File: config.mk
export PLATFORM = sky130hd
export DESIGN_NAME = lu_serial_sequencer
export DESIGN_NICKNAME = d
export VERILOG_FILES = /design/src/rtl/lu_serial_sequencer_pkg.sv /design/src/rtl/lu_serial_sequencer_shift_reg.sv /design/src/rtl/lu_serial_sequencer.sv
export SDC_FILE = /design/constraint.sdc
export NUM_CORES = 1
export LEC_CHECK = 0
export ABC_AREA = 0
export CORE_MARGIN = 2
export CORE_UTILIZATION = 46
export CTS_CLUSTER_SIZE = 16
export DETAILED_ROUTE_END_ITERATION = 7
export PLACE_DENSITY_LB_ADDON = 0.25
export SKIP_LAST_GASP = 1
export SLEW_MARGIN = 10
export SYNTH_ARGS = -nofsm -noshare
export SYNTH_HDL_FRONTEND = slang
export SYNTH_SLANG_ARGS = --single-unit
File: constraint.sdc
create_clock -name clk -period 2.1 [get_ports clk]
set_input_delay 0.63 -clock clk [delete_from_list [all_inputs] [get_ports clk]]
set_output_delay 0.63 -clock clk [all_outputs]
set_load 0.02 [all_outputs]
File: src/rtl/lu_serial_sequencer_pkg.sv
// Shared definitions for the bit-serial logic-unit sequencer: op encodings,
// FSM state encoding and the bit-index counter width helper.
package lu_serial_sequencer_pkg;

  localparam logic LU_OP_AND  = 1'b0;
  localparam logic LU_OP_NAND = 1'b1;

  typedef enum logic [1:0] {
    ST_IDLE = 2'd0,
    ST_RUN  = 2'd1,
    ST_DONE = 2'd2
  } lu_state_e;

  // A 1-bit operand still needs a 1-bit counter.
  function automatic int lu_cnt_w(input int n);
    return (n > 1) ? $clog2(n) : 1;
  endfunction

endpackage

File: src/rtl/lu_serial_sequencer_shift_reg.sv
// N-bit right shift register with serial-in at the MSB.
// Priority: reset, clear, parallel load, shift.
module lu_shift_reg #(
  parameter int N = 4
) (
  input  logic         clk,
  input  logic         reset,
  input  logic         clr,
  input  logic         load,
  input  logic [N-1:0] load_val,
  input  logic         shift,
  input  logic         ser_in,
  output logic [N-1:0] q
);

  logic [N-1:0] shifted;

  // Next value on a shift: serial bit enters at the MSB, LSB falls off.
  generate
    if (N == 1) begin : g_one
      assign shifted = ser_in;
    end else begin : g_multi
      assign shifted = {ser_in, q[N-1:1]};
    end
  endgenerate

  // Register update with synchronous reset.
  always_ff @(posedge clk) begin
    if (reset || clr) begin
      q <= '0;
    end else if (load) begin
      q <= load_val;
    end else if (shift) begin
      q <= shifted;
    end
  end

endmodule

File: src/rtl/lu_serial_sequencer.sv
// Bit-serial driver/collector for the 1-bit AND/NAND logic unit.
// Feeds one operand bit pair per cycle (LSB first) and collects lu_s into result.
//
//   state   | meaning
//   --------+-------------------------------------------------------
//   ST_IDLE | waiting for start; LU pins driven low
//   ST_RUN  | presenting bit cnt to the LU, capturing lu_s each edge
//   ST_DONE | result valid, done high for this single cycle
module lu_serial_sequencer
  import lu_serial_sequencer_pkg::*;
#(
  parameter int N = 4
) (
  input  logic         clk,
  input  logic         reset,
  input  logic         start,
  input  logic         op,
  input  logic [N-1:0] a,
  input  logic [N-1:0] b,
  input  logic         lu_s,
  output logic         lu_a,
  output logic         lu_b,
  output logic         lu_sel,
  output logic         busy,
  output logic         done,
  output logic [N-1:0] result
);

  localparam int CNT_W = lu_cnt_w(N);
  localparam logic [CNT_W-1:0] CNT_LAST = CNT_W'(N - 1);

  lu_state_e        state;
  logic [CNT_W-1:0] cnt;
  logic             op_r;
  logic [N-1:0]     a_sh;
  logic [N-1:0]     b_sh;

  logic state_ok;
  logic in_run;
  logic accept;
  logic sh_clr;
  logic res_clr;
  logic unused_sh_bits;

  assign state_ok = (state == ST_IDLE) || (state == ST_RUN) || (state == ST_DONE);
  assign in_run   = (state == ST_RUN);
  assign accept   = (state == ST_IDLE) && start;
  // An illegal state encoding wipes the datapath so IDLE resumes from reset values.
  assign sh_clr   = !state_ok;
  assign res_clr  = accept || !state_ok;

  // Only the LSB of each operand register reaches the LU; upper bits are the shift pipeline.
  assign unused_sh_bits = ^{a_sh, b_sh};

  // Sequencing FSM and bit-index counter.
  always_ff @(posedge clk) begin
    if (reset) begin
      state <= ST_IDLE;
      cnt   <= '0;
      op_r  <= LU_OP_AND;
    end else begin
      case (state)
        ST_IDLE: begin
          if (start) begin
            state <= ST_RUN;
            cnt   <= '0;
            op_r  <= op;
          end
        end
        ST_RUN: begin
          if (cnt == CNT_LAST) begin
            state <= ST_DONE;
          end else begin
            cnt <= cnt + CNT_W'(1);
          end
        end
        ST_DONE: begin
          state <= ST_IDLE;
        end
        default: begin
          state <= ST_IDLE;
          cnt   <= '0;
          op_r  <= LU_OP_AND;
        end
      endcase
    end
  end

  lu_shift_reg #(.N(N)) u_a_sh (
    .clk      (clk),
    .reset    (reset),
    .clr      (sh_clr),
    .load     (accept),
    .load_val (a),
    .shift    (in_run),
    .ser_in   (1'b0),
    .q        (a_sh)
  );

  lu_shift_reg #(.N(N)) u_b_sh (
    .clk      (clk),
    .reset    (reset),
    .clr      (sh_clr),
    .load     (accept),
    .load_val (b),
    .shift    (in_run),
    .ser_in   (1'b0),
    .q        (b_sh)
  );

  lu_shift_reg #(.N(N)) u_result (
    .clk      (clk),
    .reset    (reset),
    .clr      (res_clr),
    .load     (1'b0),
    .load_val ({N{1'b0}}),
    .shift    (in_run),
    .ser_in   (lu_s),
    .q        (result)
  );

  // LU pins and handshake are decoded from registers only; lu_s never reaches an output.
  always_comb begin
    lu_a   = in_run & a_sh[0];
    lu_b   = in_run & b_sh[0];
    lu_sel = in_run & op_r;
    busy   = (state == ST_RUN) || (state == ST_DONE);
    done   = (state == ST_DONE);
  end

endmodule

==> out/results.ini <==
[critical_path]
criticalPathCategory = register to primary output
critPathMaxFanout = 6
end_kind = primary output
cp_data_required_time_ns = 1.47
arrival_ns = 1.36
cp-start-kind = register

[pwr]
powerDensity_nw_per_um2 = 651
peakVddDrop_v = 0.000621
p_leak_nw = 0.441
p_total_mw = 0.726

[synth]
synth_most_common_cell = dfxtp_1
yosysWarnings = 0
synth_top_area_cell = dfxtp_1
synth-xor-area-share_pct = 0
synth-simple-area-share_pct = 21.0
synth_cells = 88
yosys-top-cells-area = dfxtp_1 (41%), mux2i_1 (12%), ha_1 (9.1%)
synthArstFlopShare_pct = 0
ys_ff_latch = 17
yosysTopAreaCellShare_pct = 41.4
synth_cell_type_count = 25
synth-compound-area-share_pct = 12.8
synth_commonest_cells = dfxtp_1 (17), nor2_1 (11), mux2i_1 (10)
ys_seq_area_share_pct = 41.4
synth-edff-count = 0
syn-num-nets = 107
ys.flop_type = dfxtp_1
syn-cell-area_sq_um = 822
synth_top_family_by_area = simple AND/OR/NAND/NOR gates
synthMuxAreaShare_pct = 12.2
synth_adder_area_share_pct = 9.13
avgSynthCellArea_sq_um = 9.34

[clock_network]
cts.path.max_buffers = 2
cts_buffers = 3
cts.clk_slew.worst_paths_ns = 0.09
hold_buffers = 0
root_buffer = clkbuf_4
cts_tree = yes
htree_levels = 1
clk_latency_ns = 0.27
clock-sinks = 17

[timing]
relSlewSlack_pct = 79.2
setup_viol = 0
fin_skew_ns = 0.000431
rsz0062_at_grt = false
final_max_slew_viol_count = 0
min_period_ns = 1.99
max_freq_mhz = 502
fin_tns_setup_ns = 0
tightest_slew_ns = 0.312
period_share_pct = 94.9
hold_viol_final = 0

[route]
viasPerCell = 5.02
drc = 0
drtAntennaViolNets = 0
first_pass_iters = 4
drtIter0Drc = 9
wl_um = 1680
num_vias = 708
wl_per_cell_um = 11.9

[layout]
drive_above_1_share_pct = 12.1
syn2layout_area_growth_pct = 35.8
multiInputGateArea_sq_um = 455
antenna_cells = 0
nets = 136
regArea_sq_um = 340
fin_util_pct = 65.3
n_fill_cell = 144

[flow_run]
maxCapViolCount = 0

[placement]
place.gp.congestion = 0.743
place.port_buffers = 21
dp_hpwl_um = 1320

[outcome]
status = finished, final reports clean

[floorplanning]
start_util_pct = 48.1
die_w_um = 46.3
fp.dieH_um = 46.3
core_area_sq_um = 1710
io_pins = 22
rows = 15
die_area_sq_um = 2140

[min_path]
hold_class = register to register

[grt]
grt_overflow = 0
grt_pass1_wl_um = 2790
grt_usage_pct = 18.2
grt_max_degree = 15
antenna_found_initial = 0
grt_pass1_vias = 663

[repair_timing]
| action | CTS | global route |
|---|---|---|
| setup buffers | 0 | 0 |
| gates resized for setup | 6 | 4 |
| cloned | 0 | 0 |
| endpoints found under the setup margin | 5 | 3 |
[metal layers]
metal / wire, um / part of all wire, % / track usage (%)
met2: 823 / 49 / 30.0
met4: 18 / 1.1 / 6.86
met3: 64 / 3.8 / 3.53
met5: 0 / 0 / 0
met1: 770 / 46 / 23.4
[kinds of logic (layout without fill, tap and decap cells)]
family,count (synthesis),count (layout)
AND/OR/NAND/NOR,32,32
AO/OA/AOI/OAI,17,17
flip-flops,17,17
multiplexers,10,10
adder cells (fa/ha/maj),6,6
buffers and inverters,6,34
[cells in the final DEF (no fill, tap or decap), drive strengths merged]
| cell | n |
|---|---|
| nand2b | 2 |
| and2 | 3 |
| nand4b | 1 |
| ha | 6 |
| clkdlybuf4s50 | 16 |
| o21ai | 3 |
| or3 | 1 |
| inv | 2 |
| dfxtp | 17 |
| mux2i | 10 |
| dlygate4sd2 | 2 |
| nor2b | 1 |
| a31oi | 2 |
| a21oi | 5 |
| or4 | 1 |
| nand3 | 5 |
| nand2 | 1 |
| buf | 7 |
| clkdlybuf4s15 | 2 |
| nor3 | 1 |
| or2 | 1 |
| nand3b | 3 |
| or2b | 1 |
| nor2 | 11 |
| a211oi | 6 |
| clkbuf | 5 |
| a21o | 1 |
[path summary, 6_finish.rpt]
check | from | depth (start not counted) | end | slack [ns]
worst max-delay path | state[0] | 3 | lu_a | 0.11
worst min-delay path | op_r | 2 | op_r | 0.49
worst max register to register | state[1] | 6 | cnt[0] | 0.43
worst min register to register | op_r | 2 | op_r | 0.49
[area by class of cell]
| cell class | count | share of cell area (%) |
|---|---|---|
| multi-input cells | 65 | 40.8 |
| flip-flops and latches | 17 | 30.5 |
| repair buffers | 28 | 22.9 |
| well taps | 25 | 2.80 |
| clock buffers | 4 | 2.35 |
| inverters | 2 | 0.673 |
[worst max-delay path: stages (launching register included)]
cell and delay (ns):
dfxtp_1 0.37, ha_2 0.25, and2_1 0.14, dlygate4sd2_1 0.32
[metrics by stage]
step           hold slack, ns  cells  instance area, sq um  setup WS [ns]
4_1_cts                 0.495    141                  1120         0.0292
6_report                0.491    141                  1120          0.107
3_3_place_gp            0.469    137                  1090         0.0642
3_5_place_dp            0.481    137                  1090         0.0338
5_1_grt                 0.515    141                  1120         0.0107
2_1_floorplan           0.443     88                   822          0.281
[where the power goes]
part	total [mW]	switching (mW)	internal [mW]
logic	0.196	0.0976	0.0981
clock network	0.168	0.0941	0.0735
registers	0.363	0.0147	0.348
total	0.726	0.206	0.520
[registers in the layout, indices dropped and copies added, names as in the netlist]
name,flops
state,2
u_a_sh.q,4
op_r,1
u_b_sh.q,4
cnt,2
u_result.q,4
Note: power is estimated with default switching activity, not from simulation.
